**config.mk**
```make
export PLATFORM = sky130hd
export DESIGN_NAME = mfc_mean_sub_flat
export DESIGN_NICKNAME = d
export VERILOG_FILES = /design/src/rtl/mfc_pkg.sv /design/src/rtl/mfc_mean_sub_if.sv /design/src/rtl/mfc_sat_shift.sv /design/src/rtl/mfc_mean_sub.sv /design/src/flat_wrapper.sv
export SDC_FILE = /design/constraint.sdc
export NUM_CORES = 1
export LEC_CHECK = 0
export CORE_MARGIN = 3
export CORE_UTILIZATION = 51
export DETAILED_ROUTE_END_ITERATION = 6
export MAX_ROUTING_LAYER = met4
export PLACE_DENSITY = 0.87
export SYNTH_ARGS = -nofsm -noshare
export SYNTH_HDL_FRONTEND = slang
export SYNTH_SLANG_ARGS = --single-unit
```
**constraint.sdc**
```tcl
create_clock -name clk -period 6.2 [get_ports clk]
set_input_delay 1.24 -clock clk [delete_from_list [all_inputs] [get_ports clk]]
set_output_delay 1.24 -clock clk [all_outputs]
set_load 0.01 [all_outputs]
```
**src/rtl/mfc_pkg.sv**
```systemverilog
// mfc_pkg: shared FSM encoding, default geometry and saturation helper
// for the MFC mean-subtraction slice.
// Pure declarations; no logic of its own.
package mfc_pkg;

  localparam int MFC_WORDS  = 24;
  localparam int MFC_DWIDTH = 21;
  localparam int MFC_AWIDTH = 5;
  localparam int MFC_OWIDTH = 16;
  localparam int MFC_SHIFT  = 4;

  typedef enum logic {
    RUN  = 1'b0,
    LOAD = 1'b1
  } state_t;

  typedef struct packed {
    logic signed [31:0] val;
    logic               hit;
  } sat_t;

  // Clamp v into the signed range of an ow-bit word; hit flags a clamp.
  function automatic sat_t saturate(input logic signed [31:0] v, input int ow);
    logic signed [31:0] hi;
    logic signed [31:0] lo;
    sat_t r;
    hi    = (32'sd1 <<< (ow - 1)) - 32'sd1;
    lo    = -hi - 32'sd1;
    r.hit = 1'b1;
    if (v > hi) begin
      r.val = hi;
    end else if (v < lo) begin
      r.val = lo;
    end else begin
      r.val = v;
      r.hit = 1'b0;
    end
    return r;
  endfunction

endpackage

```
**src/rtl/mfc_mean_sub_if.sv**
```systemverilog
// mfc_mean_sub_if: feature-in / result-out streaming bundle.
// Ports: in_valid/in_ready/in_data (features), out_valid/out_ready/out_data/out_last (results).
// master = producer of features and consumer of results; slave = the mean-sub block.
interface mfc_mean_sub_if import mfc_pkg::*; #(
  parameter int DWIDTH = MFC_DWIDTH,
  parameter int OWIDTH = MFC_OWIDTH
);
  logic                     in_valid;
  logic                     in_ready;
  logic signed [DWIDTH-1:0] in_data;
  logic                     out_valid;
  logic                     out_ready;
  logic signed [OWIDTH-1:0] out_data;
  logic                     out_last;

  modport master (
    output in_valid, in_data, out_ready,
    input  in_ready, out_valid, out_data, out_last
  );

  modport slave (
    input  in_valid, in_data, out_ready,
    output in_ready, out_valid, out_data, out_last
  );
endinterface

```
**src/rtl/mfc_sat_shift.sv**
```systemverilog
// mfc_sat_shift: arithmetic right shift of the difference, then clamp to OWIDTH.
// Latency: combinational. Backpressure: none (pure function).
// Ports: diff (DWIDTH+1 signed) in; sh (OWIDTH signed) and clamp flag out.
module mfc_sat_shift import mfc_pkg::*; #(
  parameter int DWIDTH = MFC_DWIDTH,
  parameter int OWIDTH = MFC_OWIDTH,
  parameter int SHIFT  = MFC_SHIFT
) (
  input  logic signed [DWIDTH:0]   diff,
  output logic signed [OWIDTH-1:0] sh,
  output logic                     clamp
);
  logic signed [DWIDTH:0] shifted;
  logic signed [31:0]     shifted_ext;
  sat_t                   sat;
  logic                   unused_hi;

  // >>> on a signed operand rounds toward minus infinity.
  assign shifted     = diff >>> SHIFT;
  assign shifted_ext = 32'(shifted);
  assign sat         = saturate(shifted_ext, OWIDTH);
  assign sh          = sat.val[OWIDTH-1:0];
  assign clamp       = sat.hit;
  // Upper bits are a pure sign extension of sh after clamping.
  assign unused_hi   = ^sat.val[31:OWIDTH];
endmodule

```
**src/rtl/mfc_mean_sub.sv**
```systemverilog
// mfc_mean_sub: (feature - table constant) >>> SHIFT, saturated, per 24-word frame;
// also reloads the external coefficient table between frames.
// Latency: 2 register stages (stage 1 + output register). Backpressure: the whole
// pipeline stalls when out_valid && !out_ready; in_ready drops with it.
// Ports: clk/rst, st (stream bundle), ld_* (reload), tbl_* (table RAM port), ovf.
module mfc_mean_sub import mfc_pkg::*; #(
  parameter int DWIDTH = MFC_DWIDTH,
  parameter int AWIDTH = MFC_AWIDTH,
  parameter int WORDS  = MFC_WORDS,
  parameter int OWIDTH = MFC_OWIDTH,
  parameter int SHIFT  = MFC_SHIFT
) (
  input  logic                     clk,
  input  logic                     rst,
  mfc_mean_sub_if.slave            st,
  input  logic                     ld_start,
  input  logic                     ld_valid,
  output logic                     ld_ready,
  input  logic signed [DWIDTH-1:0] ld_data,
  output logic                     tbl_write,
  output logic [AWIDTH-1:0]        tbl_addr,
  output logic signed [DWIDTH-1:0] tbl_indata,
  input  logic signed [DWIDTH-1:0] tbl_outdata,
  output logic                     ovf
);
  localparam logic [AWIDTH-1:0] LAST = AWIDTH'(WORDS - 1);

  state_t                   state, state_nxt;
  logic [AWIDTH-1:0]        idx, lidx, s1_idx;
  logic                     ld_pend, s1_valid, en, in_rdy, in_fire, ld_done, clamp;
  logic signed [DWIDTH-1:0] s1_data;
  logic signed [DWIDTH:0]   diff;
  logic signed [OWIDTH-1:0] sh;
  logic                     out_valid_q, out_last_q;
  logic signed [OWIDTH-1:0] out_data_q;

  assign en           = !out_valid_q || st.out_ready;
  assign in_fire      = st.in_valid && in_rdy;
  assign st.in_ready  = in_rdy;
  assign st.out_valid = out_valid_q;
  assign st.out_data  = out_data_q;
  assign st.out_last  = out_last_q;

  // tbl_outdata lines up with stage 1 because the table read was issued
  // with the same address on the edge that loaded stage 1.
  assign diff = {s1_data[DWIDTH-1], s1_data} - {tbl_outdata[DWIDTH-1], tbl_outdata};

  mfc_sat_shift #(.DWIDTH(DWIDTH), .OWIDTH(OWIDTH), .SHIFT(SHIFT)) u_sat (
    .diff  (diff),
    .sh    (sh),
    .clamp (clamp)
  );

  always_ff @(posedge clk or posedge rst) begin
    if (rst) state <= RUN;
    else     state <= state_nxt;
  end

  always_comb begin
    state_nxt  = state;
    in_rdy     = 1'b0;
    ld_ready   = 1'b0;
    tbl_write  = 1'b0;
    tbl_indata = '0;
    ld_done    = 1'b0;
    // While stalled, keep re-reading the constant of the word held in stage 1.
    tbl_addr   = en ? idx : s1_idx;
    case (state)
      RUN: begin
        // A pending reload holds off the next frame at its first word.
        in_rdy = en && !(ld_pend && idx == '0);
        if (ld_pend && idx == '0 && !s1_valid && !out_valid_q) state_nxt = LOAD;
      end
      LOAD: begin
        ld_ready = 1'b1;
        tbl_addr = lidx;
        if (ld_valid) begin
          tbl_write  = 1'b1;
          tbl_indata = ld_data;
          if (lidx == LAST) begin
            ld_done   = 1'b1;
            state_nxt = RUN;
          end
        end
      end
      default: state_nxt = RUN;
    endcase
  end

  always_ff @(posedge clk or posedge rst) begin
    if (rst) begin
      idx         <= '0;
      lidx        <= '0;
      ld_pend     <= 1'b0;
      s1_valid    <= 1'b0;
      s1_data     <= '0;
      s1_idx      <= '0;
      out_valid_q <= 1'b0;
      out_data_q  <= '0;
      out_last_q  <= 1'b0;
      ovf         <= 1'b0;
    end else begin
      if (in_fire) idx <= (idx == LAST) ? '0 : idx + 1'b1;

      if (ld_done) begin
        lidx    <= '0;
        ld_pend <= 1'b0;
      end else begin
        if (tbl_write) lidx <= lidx + 1'b1;
        if (ld_start)  ld_pend <= 1'b1;
      end

      if (en) begin
        s1_valid    <= in_fire;
        s1_data     <= st.in_data;
        s1_idx      <= idx;
        out_valid_q <= s1_valid;
        if (s1_valid) begin
          out_data_q <= sh;
          out_last_q <= (s1_idx == LAST);
          ovf        <= ovf | clamp;
        end
      end
    end
  end
endmodule

```
**src/flat_wrapper.sv**
```systemverilog
// flat-port wrapper written by rule: the top's interface ports become plain ports
module mfc_mean_sub_flat import mfc_pkg::*;
#(
  parameter int DWIDTH = MFC_DWIDTH,
  parameter int AWIDTH = MFC_AWIDTH,
  parameter int WORDS  = MFC_WORDS,
  parameter int OWIDTH = MFC_OWIDTH,
  parameter int SHIFT  = MFC_SHIFT
)
  (clk, rst, ld_start, ld_valid, ld_ready, ld_data, tbl_write, tbl_addr, tbl_indata, tbl_outdata, ovf, st_in_valid, st_in_data, st_out_ready, st_in_ready, st_out_valid, st_out_data, st_out_last);
  mfc_mean_sub_if #(.DWIDTH(DWIDTH), .OWIDTH(OWIDTH)) st_i ();
  input  logic clk;
  input  logic rst;
  input  logic ld_start;
  input  logic ld_valid;
  output logic ld_ready;
  input  logic signed [DWIDTH-1:0] ld_data;
  output logic tbl_write;
  output logic [AWIDTH-1:0] tbl_addr;
  output logic signed [DWIDTH-1:0] tbl_indata;
  input  logic signed [DWIDTH-1:0] tbl_outdata;
  output logic ovf;
  input wire logic [$bits(st_i.in_valid)-1:0] st_in_valid;
  input wire logic [$bits(st_i.in_data)-1:0] st_in_data;
  input wire logic [$bits(st_i.out_ready)-1:0] st_out_ready;
  output wire logic [$bits(st_i.in_ready)-1:0] st_in_ready;
  output wire logic [$bits(st_i.out_valid)-1:0] st_out_valid;
  output wire logic [$bits(st_i.out_data)-1:0] st_out_data;
  output wire logic [$bits(st_i.out_last)-1:0] st_out_last;
  assign st_i.in_valid = st_in_valid;
  assign st_i.in_data = st_in_data;
  assign st_i.out_ready = st_out_ready;
  assign st_in_ready = st_i.in_ready;
  assign st_out_valid = st_i.out_valid;
  assign st_out_data = st_i.out_data;
  assign st_out_last = st_i.out_last;
  mfc_mean_sub #(.DWIDTH(DWIDTH), .AWIDTH(AWIDTH), .WORDS(WORDS), .OWIDTH(OWIDTH), .SHIFT(SHIFT)) u_core (.clk(clk), .rst(rst), .st(st_i), .ld_start(ld_start), .ld_valid(ld_valid), .ld_ready(ld_ready), .ld_data(ld_data), .tbl_write(tbl_write), .tbl_addr(tbl_addr), .tbl_indata(tbl_indata), .tbl_outdata(tbl_outdata), .ovf(ovf));
endmodule
```
# Word-level counts from Yosys, hierarchy flattened
# Cells that the tools add are included.
# W data, S select, Z words.
# totals
regBits	58
input_bits	69
output_inout_bits	48
elab_cells	58
# op_classes
add_sub_neg	3
magnitude_cmp	2
eq_ne	3
n_mux	24
bitwise_logic	2
n_reduce_logical	13
# ops
op	n
$mux W21	2
$mux W16	2
$mux W5	5
$sub A21 B21 Y22	1
$gt A18 B16 Y1 const B	1
$lt A18 B16 Y1 const B	1
$eq A5 B5 Y1 const B	3
$mux W1	14
$add A5 B1 Y5 const B	2
$logic_and A1 B1 Y1	5
$logic_not A5 Y1	1
$reduce_bool A2 Y1	2
$logic_not A1 Y1	3
$pmux W1 S2	1
$reduce_and A2 Y1	1
$logic_or A1 B1 Y1	1
$not A1 Y1	1
$or A1 B1 Y1	1

# Depth between registers and ports, before layout
# logic_depth
word_depth	6
ltp_mapped	12
ltp_nobuf	10

# Hierarchy
# Synthesis repeated with hierarchy kept, for this count alone.
# unflattened
hier_cells	457
hier_area_um2	3856.2
# by_module_without_submodules
mod	instances	cells_each	area_per_inst_um2
mfc_mean_sub	1	400	3523.4
mfc_sat_shift	1	57	332.8

# Least setup slack after synthesis
# Ideal clock, no wire load.
# synth_path
path_kind	in2reg
startpoint	input tbl_outdata[7]
endpoint	register u_core.out_data_q[10], in the netlist u_core.st.out_data[10]
t_arrival_ns	3.280
setup_slack_ns	2.766
path_stages	11
path_buffers	1
cell_sequence	inv_1 -> ha_1 -> a21oi_1 -> o21ai_0 -> a41o_2 -> o2111ai_1 -> a32oi_2 -> xor2_2 -> a211oi_4 -> buf_6 -> a311oi_2
# synth_between
elab_chain_len	4
elab_cells_between_ends	5
cone_classes	add/sub (1); order compare (2); mux (2)
# synth_rtl
item	line	source
start, declared	flat_wrapper.sv:21	input logic signed [DWIDTH-1:0] tbl_outdata;
$sub A21 B21 Y22 (*)	mfc_mean_sub.sv:46	assign diff = {s1_data[DWIDTH-1], s1_data} - {tbl_outdata[DWIDTH-1], tbl_outdata};
$lt A18 B16 Y1	mfc_pkg.sv:32	end else if (v < lo) begin
$mux W16	mfc_pkg.sv:32	
$mux W16 (*)	mfc_pkg.sv:30	if (v > hi) begin
end signal, assigned	mfc_mean_sub.sv:119	out_data_q <= sh;
end, declared	mfc_mean_sub.sv:35	logic signed [OWIDTH-1:0] out_data_q;
# Mark *: on every way between the ends. The rest lies on a longest branch, timed or not.
# A chain may end at the register's enable or synchronous reset.

# Worst setup path after layout
# layout_path
startpoint	input st_out_ready
endpoint	output tbl_addr[4]
# layout_between
elab_chain_len	3
# layout_rtl
item	line	source
start, declared	flat_wrapper.sv:25	input wire logic [$bits(st_i.out_ready)-1:0] st_out_ready;
$logic_or A1 B1 Y1	mfc_mean_sub.sv:37	assign en = !out_valid_q || st.out_ready;
$mux W5	mfc_mean_sub.sv:67	tbl_addr = en ? idx : s1_idx;
$mux W5	mfc_mean_sub.sv:68	case (state)
end, declared	flat_wrapper.sv:19	output logic [AWIDTH-1:0] tbl_addr;
# Every way passes these cells.

==> results.yml <==
power:
  vdd_drop_max_mv: 0.238
  leakagePower_uw: 0.00237
  power_density_mw_per_mm2: 381
finish:
  regArea_mm2: 0.00145
  n_antenna_cell: 0
  drive_above_1_share_pct: 8.84
  nets: 630
  utilization_pct: 74.0
  multi_input_area_mm2: 0.00208
  final_area_mm2: 0.00514
  fillers: 515
  syn_to_final_growth_pct: 37.0
timing:
  setup_slack_ns: 1.56
  period_minus_slack_ns: 4.64
  setup_viol: 0
  finalHoldViolCount: 0
  worst_pin_slew_ns: 1.16
  maxSlewHeadroom_pct: 22.6
  rsz0062_at_grt: "false"
  fmax_mhz: 215
  clock-skew-final_ns: 0.0106
  drv_slew: 0
  fin_crit_sh_pct: 74.9
  tns_ns: 0
die:
  start_util_pct: 54.0
  die_y_um: 91.7
  row_count: 30
  die_x_um: 91.7
  core-area_mm2: 0.00694
  io_pins: 117
  dieArea_mm2: 0.00842
detailed_routing:
  drtAntennaViolNets: 0
  avgViaCountPerCell: 5.28
  wl_per_cell_um: 15.0
  first_pass_iters: 4
  routed_wl_um: 9570
  num_vias: 3376
  drtIter0Drc: 145
  drc: 0
worst_setup_path:
  crit_fanout: 28
  arrival_ns: 3.40
  cpLargestDelayFamily: "buffers and inverters"
  max_stage_delay_ns: 0.77
  endpoint_kind: "output pin"
  cp.required_ns: 4.96
  cp_num_buf_inv: 2
  crit_chain: "clkdlybuf4s50_1 -> nand2b_1 -> nand2_1 -> nand2_1 -> mux2_2 -> clkdlybuf4s50_1"
  path_class: "primary input to output pin"
  crit_path_top_delay_cell: "nand2b_1"
  crit_path_start_kind: "primary input"
clock_tree:
  root_buffer: "clkbuf_8"
  htreeDepth: 3
  worstSkewPairLatency_ns: 0.34
  cts_setup_buffers: 0
  clkTransAtPathRegs_ns: 0.06
  cts.path.max_buffers: 2
  cts_tree: "yes"
  cts_buffers: 9
  ctsHoldBuffers: 0
  ctsResizeCount: 0
  cts_sinks: 58
global_route:
  grt_pass1_wl_um: 15700
  first_global_vias: 3278
  grt_max_degree: 59
  antenna_found_initial: 0
  overflow: 0
  grtUsageTotal_pct: 23.7
logic_synthesis:
  synth_area_leaders: "dfrtp_1 (39%), nand2_1 (10%), ha_1 (7.7%), and3_1 (3.7%), a311oi_2 (3.6%)"
  ys_ff_latch: 58
  yosys.area.top_type: "dfrtp_1"
  synth_commonest_cells: "nand2_1 (101), dfrtp_1 (58), nor2_1 (32)"
  synth_edf_count: 0
  synthCells: 429
  synth-seq-area-share_pct: 38.7
  netlist_area_mm2: 0.00375
  yosys_warnings: 0
  synthesis.nets: 521
  synth_top_area_share_pct: 38.7
  syn_avg_cell_area_um2: 8.74
  synth-async-reset-ratio_pct: 100
  yosysMostFrequentCell: "nand2_1"
  synth_cell_types: 56
  synth_flop_cell: "dfrtp_1"
hold_path:
  hp-class: "register to register"
placed_design:
  place_hpwl_um: 7400
  io_buffer_count: 116
  globalplace.congestion: 0.946
  pre_cts_ws_ns: 1.57
  place_area_mm2: 0.00493
flow_run:
  cap_violations: 0
status:
  outcome: "completed"
## registers in the layout (all words and copies together) (netlist names)
signal and count:
u_core.s1_data 21, u_core.lidx 5, u_core.st.out_data 16, u_core.s1_valid 1, u_core.st.out_valid 1, u_core.ld_pend 1
u_core.state 1, u_core.idx 5, u_core.ovf 1, u_core.s1_idx 5, u_core.st.out_last 1
## per-stage QoR
step,hold slack [ns],instances,power (uW)
3_5_place_dp,0.470,623,1600
5_1_grt,0.499,639,2090
6_report,0.483,639,1960
2_1_floorplan,0.430,429,1280
3_3_place_gp,0.459,623,1570
4_1_cts,0.484,639,1960
## final timing paths
kind                                         start                      to  slack (ns)  depth (start not counted)
worst max-delay path                  st_out_ready             tbl_addr[4]        1.56                          6
worst min-delay path            u_core.s1_data[15]      u_core.s1_data[15]        0.48                          2
worst max register to register   u_core.s1_data[5]   u_core.st.out_data[9]        3.07                          9
worst min register to register  u_core.s1_data[15]      u_core.s1_data[15]        0.48                          2
max in group asynchronous                      rst  u_core.st.out_data[10]        4.30                          3
min in group asynchronous                      rst       u_core.s1_data[2]        1.41                          3
## final cells by class
type                    instances  area share, %
clock buffers                  11           2.95
clock inverters                 5           1.02
inverters                      27           1.97
flip-flops and latches         58           28.3
repair buffers                118           22.9
well taps                      96           2.34
multi-input cells             324           40.6
## cells in the final DEF (no fill, tap or decap), drive strengths merged, types with 2 or more instances in the layout
| cell type | synthesis | layout |
|---|---|---|
| clkdlybuf4s50 | 0 | 116 |
| nand2 | 101 | 101 |
| dfrtp | 58 | 58 |
| nor2 | 32 | 32 |
| inv | 27 | 27 |
| ha | 23 | 23 |
| a21oi | 23 | 23 |
| and3 | 22 | 22 |
| o21ai | 22 | 22 |
| a311oi | 13 | 13 |
| clkbuf | 12 | 11 |
| xnor2 | 11 | 11 |
| xor2 | 9 | 9 |
| nand4 | 7 | 7 |
| a21o | 6 | 6 |
| nand2b | 5 | 5 |
| mux2 | 5 | 5 |
| nand3 | 5 | 5 |
| and2 | 4 | 4 |
| nor3 | 4 | 4 |
| mux2i | 3 | 3 |
| clkinv | 0 | 3 |
| a211oi | 3 | 3 |
| o21a | 2 | 2 |
| nor4 | 2 | 2 |
| o31a | 2 | 2 |
| o211ai | 2 | 2 |
| nor3b | 2 | 2 |
| buf | 5 | 2 |
| and2b | 2 | 2 |
| nor2b | 2 | 2 |
## logic make-up after synthesis
family / share of synthesized area (%)
buffers and inverters: 5.74
multiplexers: 2.30
flip-flops: 38.7
AO/OA/AOI/OAI: 16.9
AND/OR/NAND/NOR: 23.3
XOR/XNOR: 5.37
adder cells (fa/ha/maj): 7.68
## report_power, final
group | switching, uW | leakage, uW | internal, uW
Sequential | 111 | 0.000682 | 520
Clock | 153 | 0.000105 | 205
Combinational | 496 | 0.00158 | 470
Total | 761 | 0.00237 | 1190
## tightest hold or removal path, stage by stage, from the launching register on
cell	delay, ns
dfrtp_1	0.35
nand2_1	0.05
nand2_1	0.05
## per-layer routing
metal  GRT usage, %  vias to the layer above  share of wire [%]
met4           8.79                        0                1.5
met5              -                        -                  0
met2           40.4                       90                 51
met1           28.9                     1579                 44
li1               -                     1692                  -
met3           3.12                       15                4.0
Power figures use the tool's default switching activity.
